===== src/rtl/serial_subtractor_pkg.sv =====
// serial_subtractor_pkg
//   Shared definitions for the bit-serial subtractor: controller state encoding
//   and the legal operand-width range.
`timescale 1ns / 1ps

package serial_subtractor_pkg;

  // Legal operand width range
  localparam int unsigned WidthMin = 2;
  localparam int unsigned WidthMax = 32;

  // Controller states, explicitly encoded in two bits
  typedef enum logic [1:0] {
    StIdle  = 2'd0,
    StShift = 2'd1,
    StDone  = 2'd2
  } state_e;

  function automatic bit width_ok(int unsigned w);
    return (w >= WidthMin) && (w <= WidthMax);
  endfunction

endpackage


===== src/rtl/serial_subtractor_full_subtractor.sv =====
// serial_subtractor_full_subtractor
//   One-bit full subtractor: computes a - b - bin.
//   Ports:
//     a_i    minuend bit
//     b_i    subtrahend bit
//     bin_i  borrow in
//     diff_o difference bit
//     bout_o borrow out
`timescale 1ns / 1ps

module serial_subtractor_full_subtractor (
  input  logic a_i,
  input  logic b_i,
  input  logic bin_i,
  output logic diff_o,
  output logic bout_o
);

  always_comb begin
    diff_o = a_i ^ b_i ^ bin_i;
    // Borrow when b beats a outright, or when they tie and a borrow is pending
    bout_o = (~a_i & b_i) | (~(a_i ^ b_i) & bin_i);
  end

endmodule


===== src/rtl/serial_subtractor.sv =====
// serial_subtractor
//   Bit-serial WIDTH-bit subtractor, diff = a - b, LSB first, one bit per clock
//   through a single full-subtractor cell and a registered borrow.
//   Ports:
//     clk        rising-edge clock
//     rst        synchronous active-high reset
//     start      request an operation; a and b are sampled when accepted
//     a, b       minuend, subtrahend
//     busy       high while shifting
//     done       one-cycle pulse when diff/borrow_out are updated
//     diff       (a - b) mod 2^WIDTH, held until the next completion
//     borrow_out 1 iff a < b (unsigned), held until the next completion
`timescale 1ns / 1ps

module serial_subtractor
  import serial_subtractor_pkg::*;
#(
  parameter int unsigned WIDTH = 8
) (
  input  logic             clk,
  input  logic             rst,
  input  logic             start,
  input  logic [WIDTH-1:0] a,
  input  logic [WIDTH-1:0] b,
  output logic             busy,
  output logic             done,
  output logic [WIDTH-1:0] diff,
  output logic             borrow_out
);

  localparam int unsigned CntW = $clog2(WIDTH);
  localparam logic [CntW-1:0] CntLast = CntW'(WIDTH - 1);

  if (!width_ok(WIDTH)) begin : g_width_check
    $error("serial_subtractor: WIDTH out of range");
  end

  state_e           state_q, state_d;
  logic [WIDTH-1:0] sa_q, sa_d;
  logic [WIDTH-1:0] sb_q, sb_d;
  logic [WIDTH-1:0] res_q, res_d;
  logic             borrow_q, borrow_d;
  logic [CntW-1:0]  cnt_q, cnt_d;
  logic [WIDTH-1:0] diff_q, diff_d;
  logic             borrow_out_q, borrow_out_d;

  logic             fs_diff;
  logic             fs_bout;
  logic [WIDTH-1:0] res_shift;

  serial_subtractor_full_subtractor u_fs (
    .a_i    (sa_q[0]),
    .b_i    (sb_q[0]),
    .bin_i  (borrow_q),
    .diff_o (fs_diff),
    .bout_o (fs_bout)
  );

  // New difference bit enters at the MSB so the LSB-first stream lands in order
  assign res_shift = {fs_diff, res_q[WIDTH-1:1]};

  always_comb begin
    state_d      = state_q;
    sa_d         = sa_q;
    sb_d         = sb_q;
    res_d        = res_q;
    borrow_d     = borrow_q;
    cnt_d        = cnt_q;
    diff_d       = diff_q;
    borrow_out_d = borrow_out_q;

    unique case (state_q)
      StIdle, StDone: begin
        state_d = StIdle;
        // Accepting in StDone gives back-to-back operation
        if (start) begin
          state_d  = StShift;
          sa_d     = a;
          sb_d     = b;
          res_d    = '0;
          borrow_d = 1'b0;
          cnt_d    = '0;
        end
      end
      StShift: begin
        sa_d     = {1'b0, sa_q[WIDTH-1:1]};
        sb_d     = {1'b0, sb_q[WIDTH-1:1]};
        res_d    = res_shift;
        borrow_d = fs_bout;
        cnt_d    = cnt_q + 1'b1;
        if (cnt_q == CntLast) begin
          state_d      = StDone;
          diff_d       = res_shift;
          borrow_out_d = fs_bout;
        end
      end
      default: state_d = StIdle;
    endcase
  end

  always_ff @(posedge clk) begin
    if (rst) begin
      state_q      <= StIdle;
      sa_q         <= '0;
      sb_q         <= '0;
      res_q        <= '0;
      borrow_q     <= 1'b0;
      cnt_q        <= '0;
      diff_q       <= '0;
      borrow_out_q <= 1'b0;
    end else begin
      state_q      <= state_d;
      sa_q         <= sa_d;
      sb_q         <= sb_d;
      res_q        <= res_d;
      borrow_q     <= borrow_d;
      cnt_q        <= cnt_d;
      diff_q       <= diff_d;
      borrow_out_q <= borrow_out_d;
    end
  end

  assign busy       = (state_q == StShift);
  assign done       = (state_q == StDone);
  assign diff       = diff_q;
  assign borrow_out = borrow_out_q;

endmodule


===== config.mk =====
export PLATFORM = sky130hd
export DESIGN_NAME = serial_subtractor
export DESIGN_NICKNAME = d
export VERILOG_FILES = /design/src/rtl/serial_subtractor_pkg.sv /design/src/rtl/serial_subtractor_full_subtractor.sv /design/src/rtl/serial_subtractor.sv
export SDC_FILE = /design/constraint.sdc
export NUM_CORES = 1
export LEC_CHECK = 0
export BUFFER_PORTS_ARGS = -buffer_cell sky130_fd_sc_hd__buf_4
export CAP_MARGIN = 20
export CORE_MARGIN = 3
export CORE_UTILIZATION = 44
export DETAILED_ROUTE_END_ITERATION = 10
export PLACE_DENSITY_LB_ADDON = 0.2
export SETUP_SLACK_MARGIN = 0.4
export SYNTH_ARGS = -nofsm -noshare
export SYNTH_HDL_FRONTEND = slang
export SYNTH_SLANG_ARGS = --single-unit

===== constraint.sdc =====
create_clock -name clk -period 1.57 [get_ports clk]
set_clock_uncertainty 0.1 [all_clocks]
set_input_delay 0 -clock clk [delete_from_list [all_inputs] [get_ports clk]]
set_output_delay 0 -clock clk [all_outputs]
set_load 0.05 [all_outputs]

==> impl_metrics.env, run 1 <==
export IMPL_hpwlAfterDp_um=2120
export IMPL_synthSimpleGateAreaFrac=0.241
export IMPL_wl_per_cell_um=16.2
export IMPL_n_antenna_cell=0
export IMPL_power_leakage_nw=1.06
export IMPL_ys_warn_count=0
export IMPL_rows=21
export IMPL_synth_distinct_cells=19
export IMPL_m1WireLength_um=1960
export IMPL_drt_iter0_markers=102
export IMPL_port_buffers=29
export IMPL_maxUsedRoutingLayer="met4"
export IMPL_cp_arrival_ns=1.53
export IMPL_area_growth_pct=65.9
export IMPL_period_share=0.855
export IMPL_synth_area_leaders="dfxtp_1 47%, nand2_1 11%, a21oi_1 6.9%"
export IMPL_dr_pass1_iters=4
export IMPL_fillers=220
export IMPL_synth_compound_area_frac=0.182
export IMPL_dr_wl_met2_um=2560
export IMPL_slew_violations=0
export IMPL_worst_r2r_setup_slack_ns=0.23
export IMPL_crit_fanout=2
export IMPL_worst_pin_slew_ns=0.449
export IMPL_crit_cells=4
export IMPL_synth_top_family_by_area="simple AND/OR/NAND/NOR gates"
export IMPL_layout_min_cycle_time_ns=1.34
export IMPL_cts_buffers=5
export IMPL_syn_area_um2=1610
export IMPL_reg2reg_from="sb_q[0]$_SDFFE_PP0P_"
export IMPL_gp_congestion=0.759
export IMPL_setup_viol=0
export IMPL_grt_max_degree=39
export IMPL_via_count=1643
export IMPL_synthXorXnorAreaFrac=0
export IMPL_clockBufferDepth=2
export IMPL_worst_setup_path_type="reg2reg"
export IMPL_drv_cap=0
export IMPL_synthMuxAreaShare=0
export IMPL_synth_top_cell_by_area="dfxtp_1"
export IMPL_wl_met3_um=211
export IMPL_crit_family="adder cells"
export IMPL_clockRootBuffer="clkbuf_4"
export IMPL_end_kind="flip-flop"
export IMPL_ys_seq_area_frac=0.474
export IMPL_tns_ns=0
export IMPL_syn_nets=212
export IMPL_worst_ir_drop_vdd_uv=632
export IMPL_fp_dieW_um=66.4
export IMPL_cts_tree="built"
export IMPL_drive_gt1_frac=0.388
export IMPL_reg2reg_to="diff[7]$_SDFFE_PP0P_"
export IMPL_initial_utilization=0.470
export IMPL_antenna_found_initial=0
export IMPL_ys_ff_latch=38
export IMPL_grt_usage=0.229
export IMPL_fmax_mhz=745
export IMPL_fp_coreArea_um2=3420
export IMPL_slew_headroom=0.701
export IMPL_clk_latency_ns=0.35
export IMPL_min_delay_start="start"
export IMPL_layout_nets=276
export IMPL_drt_total_wl_um=4860
export IMPL_path_clk_slew_ns=0.11
export IMPL_synth_fa_ha_area_frac=0.0280
export IMPL_cp_endpoint="diff[7]$_SDFFE_PP0P_"
export IMPL_finish_utilization=0.780
export IMPL_rsz0062_at_grt="true"
export IMPL_clock_sinks=38
export IMPL_grt_pass1_vias=1612
export IMPL_cp_start_kind="flip-flop"
export IMPL_critPathSlowestCell="fa_2"
export IMPL_hold_class="in2reg"
export IMPL_p_per_area_nw_per_um2=847
export IMPL_cp_required_ns=1.76
export IMPL_ioPinCount=30
export IMPL_fin_total_pwr_mw=2.26
export IMPL_path_cells="inv_2, fa_2, nand3_1, a21oi_1"
export IMPL_drc_errors=0
export IMPL_dieHeight_um=66.4
export IMPL_slowest_delay_ns=0.58
export IMPL_ant_nets=0
export IMPL_synth_area_per_cell_um2=8.46
export IMPL_run_status="finished, final reports clean"
export IMPL_synth_top_area_share=0.474
export IMPL_grt_overflow=0
export IMPL_startpoint="sb_q[0]$_SDFFE_PP0P_"
export IMPL_hold_viol=0
export IMPL_grt_first_pass_wirelength_um=7560
export IMPL_via_per_inst=5.46
export IMPL_die_area_um2=4410
export IMPL_rr_worst_depth=4
export IMPL_postSynthCellCount=190
export IMPL_h_tree_depth=2
export IMPL_cp_num_buf_inv=1
-- metrics by stage --
step,setup WS [ns],hold slack (ns),instances,instance area [um^2]
final,0.228,0.0702,301,2670
after global routing,0.164,0.0786,301,2670
after CTS,0.246,-0.0292,295,2490
after detailed placement,0.169,0.160,251,1850
after global placement,0.212,0.151,251,1850
after floorplan,0.325,0.0360,190,1640
-- area by class of cell --
| type | instances | area, um^2 | share of cell area |
|---|---|---|---|
| clock buffers | 7 | 45.0 | 0.0169 |
| clock inverters | 1 | 30.0 | 0.0113 |
| inverters | 3 | 18.8 | 0.00704 |
| multi-input cells | 132 | 846 | 0.317 |
| flip-flops and latches | 38 | 771 | 0.289 |
| well taps | 46 | 57.6 | 0.0216 |
| repair buffers | 73 | 892 | 0.335 |
| repair inverters | 1 | 5.00 | 0.00188 |
-- cells in the final DEF (no fill, tap or decap), drive strengths merged --
master,instances
buf,55
nand3,21
dlygate4sd3,17
nor2,16
inv,3
dfxtp,38
nor2b,2
fa,1
nand2b,4
ha,2
bufinv,1
clkbuf,8
o21a,1
clkinv,1
a21oi,22
a311oi,15
nand2,47
nand3b,1
-- flip-flops by register name (all words and copies together) (netlist names) --
| register | flops |
|---|---|
| cnt_q | 3 |
| borrow_q | 1 |
| state_q | 2 |
| diff | 8 |
| borrow_out | 1 |
| sb_q | 8 |
| res_q | 7 |
| sa_q | 8 |
-- cells in the mapped netlist --
master and count:
a21oi_1 22, a311oi_1 8, a311oi_2 7, buf_2 6, buf_4 2, buf_6 4, clkbuf_1 5, clkinv_2 1
dfxtp_1 38, fa_1 1, ha_1 2, inv_1 2, nand2_1 47, nand2b_1 4, nand3_1 21, nand3b_1 1
nor2_1 16, nor2b_1 2, o21a_1 1
-- worst register-to-register path: stages (launching register included) --
cell and delay [ns]:
dfxtp_2 0.35, inv_2 0.05, fa_2 0.58, nand3_1 0.08
a21oi_1 0.13
-- routing by layer --
layer,global-route usage,vias to the layer above
met5,0,-
met3,0.0476,13
li1,-,779
met4,0.0914,0
met1,0.264,795
met2,0.408,56
-- where the power goes --
group / total [mW] / internal [mW] / switching (mW)
sequential: 1.05 / 1.01 / 0.0335
combinational: 0.536 / 0.304 / 0.232
clock: 0.675 / 0.338 / 0.337
total: 2.26 / 1.65 / 0.603
-- worst min path at each step --
| stage | endpoint | slack (ns) | cells past startpoint |
|---|---|---|---|
| global placement | sb_q[7]$_SDFFE_PP0P_ | 0.15 | 3 |
| CTS | state_q[1]$_SDFFE_PP0P_ | -0.03 | 2 |
| global route | sb_q[1]$_SDFFE_PP0P_ | 0.08 | 5 |
| floorplan | sa_q[7]$_SDFFE_PP0P_ | 0.04 | 2 |
| finish | sb_q[0]$_SDFFE_PP0P_ | 0.07 | 5 |
| detailed placement | sb_q[7]$_SDFFE_PP0P_ | 0.16 | 3 |
-- logic make-up after synthesis --
group,count (synthesis)
adders and majority gates,3
DFF,38
AOI/OAI and AO/OA,38
and+or+nand+nor,91
buffers and inverters,20
-- repair_timing --
item,4_1_cts,5_1_grt
gates resized for setup,31,23
pin swaps,15,13
hold buffers,16,1
setup endpoints to repair,40,40
hold endpoints to repair,33,6
setup buffers,10,4
cloned,10,1
(Power assumes the default switching activity.)
==> run 2: changes to the inputs <==
--- a/config.mk
+++ b/config.mk
@@ -10,6 +10,7 @@
 export CORE_MARGIN = 3
 export CORE_UTILIZATION = 44
 export DETAILED_ROUTE_END_ITERATION = 10
+export GPL_TIMING_DRIVEN = 0
 export PLACE_DENSITY_LB_ADDON = 0.2
 export SETUP_SLACK_MARGIN = 0.4
 export SYNTH_ARGS = -nofsm -noshare
==> impl_metrics.env, run 2 (synthesis results as in run 1) <==
export IMPL_run_status="finished, final reports clean"
export IMPL_path_clk_slew_ns=0.12
export IMPL_drc_errors=0
export IMPL_initial_utilization=0.470
export IMPL_rows=21
export IMPL_grt_max_degree=12
export IMPL_cts_buffers=5
export IMPL_final_common_cell="buf_4"
export IMPL_grt_overflow=0
export IMPL_slew_violations=0
export IMPL_hold_class="in2reg"
export IMPL_worst_pin_slew_ns=0.776
export IMPL_ant_nets=0
export IMPL_min_path_cells=2
export IMPL_final_cell_mix="36 x buf_4, 32 x dfxtp_1, 28 x nand2_1"
export IMPL_dieHeight_um=66.4
export IMPL_fp_coreArea_um2=3420
export IMPL_clock_sinks=38
export IMPL_wl_per_cell_um=19.5
export IMPL_fp_dieW_um=66.4
export IMPL_port_buffers=28
export IMPL_fin_total_pwr_mw=2.23
export IMPL_cp_start_kind="flip-flop"
export IMPL_clockBufferDepth=2
export IMPL_dp_cells=264
export IMPL_power_leakage_nw=1.12
export IMPL_finish_utilization=0.869
export IMPL_setup_viol=0
export IMPL_dr_pass1_iters=4
export IMPL_area_growth_pct=84.8
export IMPL_ioPinCount=30
export IMPL_slew_headroom=0.483
export IMPL_drive_gt1_frac=0.600
export IMPL_end_kind="flip-flop"
export IMPL_tns_ns=0
export IMPL_die_area_um2=4410
export IMPL_grt_pass1_vias=1663
export IMPL_crit_fanout=5
export IMPL_cp_arrival_ns=1.58
export IMPL_layout_min_cycle_time_ns=1.43
export IMPL_path_cells="nand2b_4, buf_6, buf_6, buf_12, nand2_4, a311oi_2"
export IMPL_hold_worst_slack_ns=0.0619
export IMPL_worst_r2r_setup_slack_ns=0.14
export IMPL_drt_total_wl_um=6160
export IMPL_rr_worst_depth=6
export IMPL_period_share=0.912
export IMPL_slowest_delay_ns=0.40
export IMPL_hold_viol=0
export IMPL_hold_end="diff[2]$_SDFFE_PP0P_"
export IMPL_layout_nets=291
export IMPL_critPathSlowestCell="dfxtp_4"
export IMPL_gp_congestion=0.704
export IMPL_rsz0062_at_grt="true"
export IMPL_reg2reg_from="state_q[0]$_SDFFE_PP0P_"
export IMPL_clockRootBuffer="clkbuf_4"
export IMPL_grt_first_pass_wirelength_um=7580
export IMPL_hpwlAfterDp_um=2360
export IMPL_worst_setup_path_type="reg2reg"
export IMPL_clk_latency_ns=0.36
export IMPL_h_tree_depth=2
export IMPL_drv_cap=0
export IMPL_grt_usage=0.225
export IMPL_p_per_area_nw_per_um2=752
export IMPL_antenna_found_initial=0
export IMPL_fmax_mhz=698
export IMPL_worst_ir_drop_vdd_uv=464
export IMPL_via_per_inst=5.66
export IMPL_reg2reg_to="sb_q[2]$_SDFFE_PP0P_"
export IMPL_cp_required_ns=1.72
export IMPL_via_count=1788
export IMPL_min_delay_start="rst"
export IMPL_fin_cells=316
export IMPL_n_antenna_cell=0
export IMPL_cpMostUsedCell="buf_6"
export IMPL_drt_iter0_markers=126
export IMPL_cts_tree="built"
run 2: worst max-delay path by stage:
| stage | startpoint | endpoint | slack, ns | cells past startpoint |
|---|---|---|---|---|
| 3_3_place_gp | cnt_q[0]$_SDFFE_PP0P_ | diff[7]$_SDFFE_PP0P_ | 0.18 | 5 |
| 4_1_cts | state_q[1]$_SDFFE_PP0P_ | busy | 0.23 | 5 |
| 5_1_grt | state_q[1]$_SDFFE_PP0P_ | sb_q[2]$_SDFFE_PP0P_ | 0.05 | 6 |
| 6_report | state_q[0]$_SDFFE_PP0P_ | sb_q[2]$_SDFFE_PP0P_ | 0.14 | 6 |
| 3_5_place_dp | cnt_q[0]$_SDFFE_PP0P_ | diff[0]$_SDFFE_PP0P_ | 0.14 | 5 |
| 2_1_floorplan | borrow_q$_SDFFE_PP0P_ | diff[7]$_SDFFE_PP0P_ | 0.32 | 4 |
run 2: power breakdown:
group | internal (mW) | switching [mW]
Sequential | 1.01 | 0.0490
Combinational | 0.320 | 0.298
Clock | 0.217 | 0.337
Total | 1.55 | 0.684
run 2: timing repair:
| item | 4_1_cts | 5_1_grt |
|---|---|---|
| setup endpoints to repair | 39 | 40 |
| hold buffers | 16 | 0 |
| pin swaps | 28 | 25 |
| gates resized for setup | 61 | 69 |
| cloned | 5 | 2 |
| buffers inserted | 16 | 5 |
| hold endpoints to repair | 16 | 0 |
run 2: through the flow:
step / cell area (um^2) / setup slack [ns]
2_1_floorplan: 1640 / 0.325
3_3_place_gp: 1910 / 0.180
3_5_place_dp: 1910 / 0.135
4_1_cts: 2590 / 0.232
5_1_grt: 2970 / 0.0487
6_report: 2970 / 0.138
run 2: final cells by class:
class                   instances  area (um^2)
clock inverters                 1         5.00
multi-input cells             132         1120
clock buffers                   7         55.1
repair buffers                 72          748
inverters                       3         18.8
flip-flops and latches         38          771
plain buffers                  17          194
fillers                       158          447
well taps                      46         57.6
run 2: critical path, delay by kind of cell (launching register included):
family / cells / cell delay (ns)
buffers and inverters: 3 / 0.35
AND/OR/NAND/NOR: 2 / 0.18
flip-flops: 1 / 0.40
AO/OA/AOI/OAI: 1 / 0.29
run 2: metal layers:
metal,vias to the layer above,track usage,share of wire
li1,810,-,-
met3,21,0.0459,0.060
met1,859,0.265,0.39
met5,-,0,0
met4,0,0.0711,0.042
met2,98,0.405,0.51
